### src/rtl/horner_datapath.sv
// horner_datapath
//   One Horner step of a polynomial approximation, acc = acc*x + c, executed
//   as two separately requested operations in signed Q(DATA_W-FRAC_W).FRAC_W:
//     multiply: prod <= sat((acc * x) >>> FRAC_W)   (MUL_LAT cycles)
//     add:      acc  <= sat(prod + c)               (ADD_LAT cycles)
//   x and c are captured from FIFO/ROM read data RD_LAT cycles after the
//   controller's read strobes. The accumulator is copied to result_o on
//   load_result_i.
//
// Ports
//   clk_i, rstn_i        clock, asynchronous active-low reset
//   dp_reset_i           synchronous datapath clear (aborts in-flight op)
//   rd_signal_i/signal_i FIFO read strobe / read data (x)
//   rd_coeff_i/coeff_i   ROM read strobe / read data (c)
//   mul_valid_i          start multiply
//   add_valid_i          start add
//   mul_done_o           one-cycle pulse when the product is ready
//   add_done_o           one-cycle pulse when the accumulator is updated
//   load_result_i        copy acc to result_o
//   result_o             registered result
//   result_valid_o       one-cycle pulse the cycle after load_result_i
//   busy_o               multiply or add in flight
//   ovf_o                sticky saturation flag
//   err_o                sticky protocol-violation flag
module horner_datapath #(
  parameter int DATA_W  = 16,
  parameter int FRAC_W  = 8,
  parameter int MUL_LAT = 3,
  parameter int ADD_LAT = 1,
  parameter int RD_LAT  = 1
) (
  input  logic              clk_i,
  input  logic              rstn_i,
  input  logic              dp_reset_i,
  input  logic              rd_signal_i,
  input  logic [DATA_W-1:0] signal_i,
  input  logic              rd_coeff_i,
  input  logic [DATA_W-1:0] coeff_i,
  input  logic              mul_valid_i,
  input  logic              add_valid_i,
  output logic              mul_done_o,
  output logic              add_done_o,
  input  logic              load_result_i,
  output logic [DATA_W-1:0] result_o,
  output logic              result_valid_o,
  output logic              busy_o,
  output logic              ovf_o,
  output logic              err_o
);

  localparam int MAX_LAT = (MUL_LAT > ADD_LAT) ? MUL_LAT : ADD_LAT;
  localparam int CNT_W   = $clog2(MAX_LAT + 1);

  localparam logic signed [2*DATA_W-1:0] SAT_MAX =
    {{(DATA_W+1){1'b0}}, {(DATA_W-1){1'b1}}};
  localparam logic signed [2*DATA_W-1:0] SAT_MIN =
    {{(DATA_W+1){1'b1}}, {(DATA_W-1){1'b0}}};

  // Clamp a wide signed value into DATA_W bits. MSB of the return value
  // flags that a clamp happened, the low DATA_W bits are the result.
  function automatic logic [DATA_W:0] sat_wide(input logic signed [2*DATA_W-1:0] v);
    logic [DATA_W:0] r;
    if (v > SAT_MAX)      r = {1'b1, SAT_MAX[DATA_W-1:0]};
    else if (v < SAT_MIN) r = {1'b1, SAT_MIN[DATA_W-1:0]};
    else                  r = {1'b0, v[DATA_W-1:0]};
    return r;
  endfunction

  typedef enum logic [1:0] {IDLE, MUL, ADD} state_t;

  state_t                   state_q, state_d;
  logic [CNT_W-1:0]         cnt_q, cnt_d;
  logic                     mul_start, add_start, mul_cmpl, add_cmpl, proto_err;

  logic signed [DATA_W-1:0] acc_q, prod_q, x_q, c_q;
  logic                     rd_sig_p0, rd_coef_p0;
  logic                     sig_cap, coef_cap;

  // operands frozen at request time, so later captures cannot disturb an op
  logic signed [DATA_W-1:0] mul_a_p0, mul_b_p0, add_c_p0;

  logic signed [DATA_W-1:0] mul_a, mul_b, add_c;
  logic signed [2*DATA_W-1:0] mul_full, mul_shift;
  logic signed [DATA_W:0]   sum_w;
  logic [DATA_W:0]          mul_sat, add_sat;

  // ---------------------------------------------------------------------
  // FSM: state register
  always_ff @(posedge clk_i or negedge rstn_i) begin
    if (!rstn_i) begin
      state_q <= IDLE;
      cnt_q   <= '0;
    end else begin
      state_q <= state_d;
      cnt_q   <= cnt_d;
    end
  end

  // FSM: next state. A latency of 1 completes at the accepting edge, so the
  // op never occupies MUL/ADD and the block is back to IDLE for the next one.
  always_comb begin
    state_d   = state_q;
    cnt_d     = cnt_q;
    mul_start = 1'b0;
    add_start = 1'b0;
    mul_cmpl  = 1'b0;
    add_cmpl  = 1'b0;
    proto_err = 1'b0;
    if (dp_reset_i) begin
      state_d = IDLE;
      cnt_d   = '0;
    end else begin
      unique case (state_q)
        IDLE: begin
          if (mul_valid_i) begin
            mul_start = 1'b1;
            proto_err = add_valid_i;
            if (MUL_LAT == 1) begin
              mul_cmpl = 1'b1;
            end else begin
              state_d = MUL;
              cnt_d   = CNT_W'(MUL_LAT - 1);
            end
          end else if (add_valid_i) begin
            add_start = 1'b1;
            if (ADD_LAT == 1) begin
              add_cmpl = 1'b1;
            end else begin
              state_d = ADD;
              cnt_d   = CNT_W'(ADD_LAT - 1);
            end
          end
        end
        MUL: begin
          proto_err = mul_valid_i | add_valid_i;
          if (cnt_q == CNT_W'(1)) begin
            mul_cmpl = 1'b1;
            state_d  = IDLE;
            cnt_d    = '0;
          end else begin
            cnt_d = cnt_q - CNT_W'(1);
          end
        end
        ADD: begin
          proto_err = mul_valid_i | add_valid_i;
          if (cnt_q == CNT_W'(1)) begin
            add_cmpl = 1'b1;
            state_d  = IDLE;
            cnt_d    = '0;
          end else begin
            cnt_d = cnt_q - CNT_W'(1);
          end
        end
        default: begin
          state_d = IDLE;
          cnt_d   = '0;
        end
      endcase
    end
  end

  // FSM: outputs
  always_comb begin
    busy_o = (state_q != IDLE);
  end

  // ---------------------------------------------------------------------
  // Arithmetic (combinational from registered operands)
  assign sig_cap  = (RD_LAT == 0) ? rd_signal_i : rd_sig_p0;
  assign coef_cap = (RD_LAT == 0) ? rd_coeff_i  : rd_coef_p0;

  assign mul_a = (MUL_LAT == 1) ? acc_q : mul_a_p0;
  assign mul_b = (MUL_LAT == 1) ? x_q   : mul_b_p0;
  assign add_c = (ADD_LAT == 1) ? c_q   : add_c_p0;

  assign mul_full  = $signed({{DATA_W{mul_a[DATA_W-1]}}, mul_a}) *
                     $signed({{DATA_W{mul_b[DATA_W-1]}}, mul_b});
  assign mul_shift = mul_full >>> FRAC_W;
  assign mul_sat   = sat_wide(mul_shift);

  assign sum_w   = $signed({prod_q[DATA_W-1], prod_q}) + $signed({add_c[DATA_W-1], add_c});
  assign add_sat = sat_wide($signed({{(DATA_W-1){sum_w[DATA_W]}}, sum_w}));

  // ---------------------------------------------------------------------
  // p0: capture / operand sampling; result stage: prod, acc, flags
  always_ff @(posedge clk_i or negedge rstn_i) begin
    if (!rstn_i) begin
      rd_sig_p0      <= 1'b0;
      rd_coef_p0     <= 1'b0;
      x_q            <= '0;
      c_q            <= '0;
      mul_a_p0       <= '0;
      mul_b_p0       <= '0;
      add_c_p0       <= '0;
      prod_q         <= '0;
      acc_q          <= '0;
      mul_done_o     <= 1'b0;
      add_done_o     <= 1'b0;
      result_o       <= '0;
      result_valid_o <= 1'b0;
      ovf_o          <= 1'b0;
      err_o          <= 1'b0;
    end else begin
      mul_done_o     <= mul_cmpl;
      add_done_o     <= add_cmpl;
      result_valid_o <= load_result_i;
      // samples acc before any same-edge add or clear
      if (load_result_i) result_o <= acc_q;

      if (dp_reset_i) begin
        rd_sig_p0  <= 1'b0;
        rd_coef_p0 <= 1'b0;
        x_q        <= '0;
        c_q        <= '0;
        mul_a_p0   <= '0;
        mul_b_p0   <= '0;
        add_c_p0   <= '0;
        prod_q     <= '0;
        acc_q      <= '0;
        ovf_o      <= 1'b0;
        err_o      <= 1'b0;
      end else begin
        rd_sig_p0  <= rd_signal_i;
        rd_coef_p0 <= rd_coeff_i;
        if (sig_cap)  x_q <= signal_i;
        if (coef_cap) c_q <= coeff_i;
        if (mul_start) begin
          mul_a_p0 <= acc_q;
          mul_b_p0 <= x_q;
        end
        if (add_start) add_c_p0 <= c_q;
        if (mul_cmpl) begin
          prod_q <= mul_sat[DATA_W-1:0];
          if (mul_sat[DATA_W]) ovf_o <= 1'b1;
        end
        if (add_cmpl) begin
          acc_q <= add_sat[DATA_W-1:0];
          if (add_sat[DATA_W]) ovf_o <= 1'b1;
        end
        if (proto_err) err_o <= 1'b1;
      end
    end
  end

endmodule

### config.mk
export PLATFORM = sky130hd
export DESIGN_NAME = horner_datapath
export DESIGN_NICKNAME = d
export VERILOG_FILES = /design/src/rtl/horner_datapath.sv
export SDC_FILE = /design/constraint.sdc
export NUM_CORES = 1
export LEC_CHECK = 0
export ABC_CLOCK_PERIOD_IN_PS = 6800
export CAP_MARGIN = 25
export CORE_ASPECT_RATIO = 0.5
export CORE_MARGIN = 3
export CORE_UTILIZATION = 45
export CTS_BUF_LIST = sky130_fd_sc_hd__clkbuf_16
export DETAILED_ROUTE_END_ITERATION = 7
export GPL_ROUTABILITY_DRIVEN = 0
export RECOVER_POWER = 100
export SYNTH_ARGS = -nofsm -noshare
export SYNTH_HDL_FRONTEND = slang
export SYNTH_SLANG_ARGS = --single-unit
### constraint.sdc
create_clock -name clk_i -period 6.8 [get_ports clk_i]
set_input_delay 1.36 -clock clk_i [delete_from_list [all_inputs] [get_ports clk_i]]
set_output_delay 1.36 -clock clk_i [all_outputs]
set_load 0.1 [all_outputs]
# Yosys cells after proc, flatten, opt, wreduce, memory -nomap -nowiden
# Index checks and enable logic that the tools add are counted.
# Widths: inputs -> output; s select.
totals:
  ff_bits: 123
  wordCells: 85
classes:
  n_addsub: 2
  multipliers: 1
  order_cmp: 4
  eq_ne: 5
  muxes: 46
  bitwise: 1
  n_reduce_logical: 10
op_table:
  columns: ["operator", "count"]
  rows:
  - ["$mux 16", 12]
  - ["$mux 17", 4]
  - ["$mul 16x16->32", 1]
  - ["$gt 24x16->1 const B", 1]
  - ["$lt 24x16->1 const B", 1]
  - ["$mux 1", 20]
  - ["$add 16x16->17", 1]
  - ["$gt 17x16->1 const B", 1]
  - ["$lt 17x16->1 const B", 1]
  - ["$reduce_bool 2->1", 7]
  - ["$mux 2", 6]
  - ["$pmux 2 s2", 2]
  - ["$eq 2x1->1 const B", 2]
  - ["$pmux 1 s2", 2]
  - ["$ne 3x1->1 const B", 1]
  - ["$ne 3x3->1 const B", 1]
  - ["$eq 2x2->1 const B", 1]
  - ["$logic_not 2->1", 1]
  - ["$reduce_and 2->1", 1]
  - ["$reduce_or 2->1", 1]
  - ["$sub 2x1->2 const B", 1]
  - ["$or 1x1->1", 1]

# Longest topological paths before layout
depth:
  depth_word: 9
  ltp_mapped: 28

# Least setup slack after synthesis
# Ideal clock, no wire load.
synth_path:
  path_type: "reg-to-reg"
  startpoint: "reg mul_b_p0[9] (netlist: mul_b[9])"
  endpoint: "reg prod_q[5]"
  arrival_ns: 6.983
  setup_slack_ns: -0.309
  path_stages_with_launch: 28
  path_buffers: 4
  cell_sequence: "dfrtp_1 clkbuf_1 clkbuf_1 nand2_1 fa_1 inv_1 fa_1 inv_1 fa_1 inv_1 fa_1 fa_1 inv_1 fa_1 inv_1 ha_1 o21ai_0 nor2_1 or3b_1 a32o_1 a32o_2 o41ai_2 xnor2_1 o41ai_2 and2_1 buf_4 buf_6 a221o_1"
synth_between:
  elab_chain_cells: 6
synth_lines:
  columns: ["item", "line", "rtl"]
  rows:
  - ["start: declaration", "80", "logic signed [DATA_W-1:0] mul_a_p0, mul_b_p0, add_c_p0;"]
  - ["start signal: assignment", "229", "mul_b_p0 <= x_q;"]
  - ["$mul 16x16->32 *", "176", "assign mul_full = $signed({{DATA_W{mul_a[DATA_W-1]}}, mul_a}) *"]
  - ["$lt 24x16->1", "64", "else if (v < SAT_MIN) r = {1'b1, SAT_MIN[DATA_W-1:0]};"]
  - ["$mux 17", "64", null]
  - ["$mux 17 *", "63", "if (v > SAT_MAX) r = {1'b1, SAT_MAX[DATA_W-1:0]};"]
  - ["$mux 16 *", "232", "if (mul_cmpl) begin"]
  - ["$mux 16 *", "210", "if (dp_reset_i) begin"]
  - ["end signal: assignment", "233", "prod_q <= mul_sat[DATA_W-1:0];"]
  - ["end: declaration", "75", "logic signed [DATA_W-1:0] acc_q, prod_q, x_q, c_q;"]
# Every way passes the cells marked *; elsewhere a longest branch is shown, timed or not. The select of a mux whose other input is x is not followed.
# A chain may end at the register's enable or synchronous reset.

# Worst setup path after layout
layout_path:
  startpoint: "reg mul_a_p0[9] (netlist: mul_a[9])"
  endpoint: "reg prod_q[13]"
layout_between:
  elab_chain_cells: 6
layout_lines:
  columns: ["item", "line", "rtl"]
  rows:
  - ["start: declaration", "80", null]
  - ["start signal: assignment", "228", "mul_a_p0 <= acc_q;"]
  - ["$mul 16x16->32 *", "176", null]
  - ["$lt 24x16->1", "64", null]
  - ["$mux 17", "64", null]
  - ["$mux 17 *", "63", null]
  - ["$mux 16 *", "232", null]
  - ["$mux 16 *", "210", null]
# Marked as above.

==> metrics <==
Longest Clk Path Bufs=2; VDD IR max=126 uV; Worst Tran Pin Value=3.42 ns; # nets final=2141; final clock skew=0.00724 ns; worst hold start=err_o; area of placed instances=17100 um2; Syn Nets=1980; Fin. Hold Viols=0; Clock Latency Late Sink=0.43 ns; initial antenna violation count=1; Period Utilization, post-route=99.0%; Layout area overhead=21.4%; detail-routed net length per standard cell=19.0 um; first-pass GRT wire length=67600 um; FMAX=0.149 GHz; I/O Buffers=61; Ant. Diodes=0; depth of the CTS H-tree=4; Hold Path End=err_o; initial detailed-routing violation count=702; total of warnings raised by yosys=0; critical path type=reg2reg; clock slew at reported path FFs=0.06 ns; synthesized area per cell=9.61 um2; crit-path max FO=8; GR Overflow Total=0; # DRC=0; leakage power=9.30 nW; register area share after synthesis=20.1%; commonest non-fill, non-tap cells in the layout=284 x inv_1, 243 x fa_1, 199 x nand2_1, 121 x buf_4, 109 x and2_1; status=finished with violations; Design Area, Final=18500 um2; Post-synth EDFFs=0; Top Layer Used=met4; total track usage=24.0%; Max Cap Viol=3; hold crit path type=reg2reg; Mapped Cells=1582; Slew Limit Fails=158; vias in the first global route=12500; failing checks=max-capacitance violations, max-slew violations; most common cell after layout, fill and taps aside=inv_1; via density per instance=5.33; CTS Buf Count=17; Initial Util=46.8%; Synth async-reset ratio=100%; Startpoint Class=flop; DP Wirelength=33400 um; final-report setup violation count=0; Power Total=1.98 mW; CP most frequent cell=fa_1; setup tns final=0 ns; Reg2Reg Setup Slack=0.07 ns; synthesized cell area=15200 um2; Slew headroom=-128%; CTS tree=built; critical path endpoint category=flop; pin count of the biggest net entering global routing=76; routed wl met2=19000 um; WL final=41600 um; Die Y=136 um; DIE AREA=36200 um2; layout cell share with drive strength beyond 1=18.7%; Routed met1 length=19600 um; row count=46; Floorplan Core Area=32500 um2; via count=11700; 1st-pass router iterations=5; chip width=266 um; register bit total from synthesis=122; WL met3=2440 um; Final min period=6.73 ns; Worst path slowest cell=fa_2; pwr/cell area=107 nW/um2; Synth Flop Type=dfrtp_1; RR Startpoint=mul_a[9]; unrepaired setup endpoints after global routing=true; Detail Route Antenna Nets=0; Synth cell types=55; CP Data Required Time=7.10 ns; CTS root buf=clkbuf_16; reg2reg end=prod_q[13]; Crit path largest cell delay=0.54 ns; hold depth=2; cell count of the worst reg-to-reg path=28; Clock Sinks=122; arrival time of the worst setup path=7.03 ns; I/O pins=62
power by group:
group	switching, mW	leakage [nW]	total, mW	internal (mW)
logic	0.151	7.37	0.243	0.0916
clock network	0.379	0.301	0.963	0.585
registers	0.0267	1.63	0.775	0.749
total	0.556	9.30	1.98	1.42
cells in the mapped netlist, drive strengths merged (3+ instances only):
cell,number,area share [%]
a211oi,7,0.46
a21o,11,0.54
a21oi,71,2.3
a221o,28,1.8
and2,121,5.0
and3,5,0.21
buf,3,0.17
clkbuf,69,1.7
dfrtp,122,20
fa,262,35
ha,96,7.9
inv,300,7.4
mux2,16,1.2
mux2i,34,2.2
nand2,204,5.0
nand2b,9,0.37
nand3,8,0.26
nand4,5,0.21
nor2,75,1.9
nor2b,9,0.37
nor3,12,0.40
nor4,4,0.16
o211ai,6,0.33
o21a,8,0.40
o21ai,20,0.66
o21bai,4,0.20
or2,4,0.16
xnor2,34,2.0
xor2,8,0.46
worst max-delay path: cells and delay by family (launching register included):
family	cells	cell delay, ns
AO/OA/AOI/OAI	7	1.24
adder cells (fa/ha/maj)	7	3.15
buffers and inverters	10	1.13
flip-flops	1	0.47
AND/OR/NAND/NOR	4	0.62
cell families after synthesis:
kind of cell	count (synthesis)	share of synthesized area [%]
xor gates and xnor gates	42	2.42
and+or+nand+nor	462	14.4
AOI/OAI and AO/OA	176	8.02
buffers and inverters	372	9.29
muxes	50	3.42
adders and majority gates	358	42.4
DFF	122	20.1
routing by layer:
layer	track usage, %	vias up
met5	0	-
met4	4.56	0
met3	4.14	40
met2	38.1	309
met1	35.1	6088
li1	-	5230
repair_timing:
action,in CTS,in global routing
hold buffers,0,0
pin swaps,5,99
buffers inserted,2,22
gates cloned,0,3
gates resized for setup,23,144
setup endpoints to repair,16,16
stage by stage:
step           setup WS [ns]  hold WS [ns]  util [%]  instances
2_1_floorplan        0.00336         0.455         -       1582
3_3_place_gp          -0.268         0.482      52.6       2128
3_5_place_dp          -0.364         0.496      52.7       2130
4_1_cts              0.00896         0.509      54.8       2163
5_1_grt              -0.0750         0.518      56.8       2187
6_report              0.0691         0.496      56.8       2187
how the worst max path moves through the flow:
stage                     depth (start not counted)       from    endpoint
after floorplan                                  24  mul_a[11]   prod_q[5]
after global routing                             28   mul_a[9]  prod_q[13]
final                                            28   mul_a[9]  prod_q[13]
after global placement                           25   mul_a[5]   prod_q[6]
after CTS                                        23   mul_a[9]  prod_q[14]
after detailed placement                         25   mul_a[5]  prod_q[10]
layout make-up:
class	instances	area, um2
Multi-Input combinational cell	1089	11200
Sequential cell	122	3090
Tap cell	432	541
Timing Repair Buffer	213	1910
Inverter	300	1130
Clock inverter	14	185
Clock buffer	17	425
Fill cell	2838	14000
state kept, by name, summed over array words and instances (netlist names):
signal,flops
mul_done_o,1
result_valid_o,1
mul_b,16
x_q,16
prod_q,16
cnt_q,2
err_o,1
ovf_o,1
state_q,1
rd_sig_p0,1
add_done_o,1
add_c,16
coef_cap,1
mul_a,16
acc_q,16
result_o,16
Power figures use the tool's default switching activity.
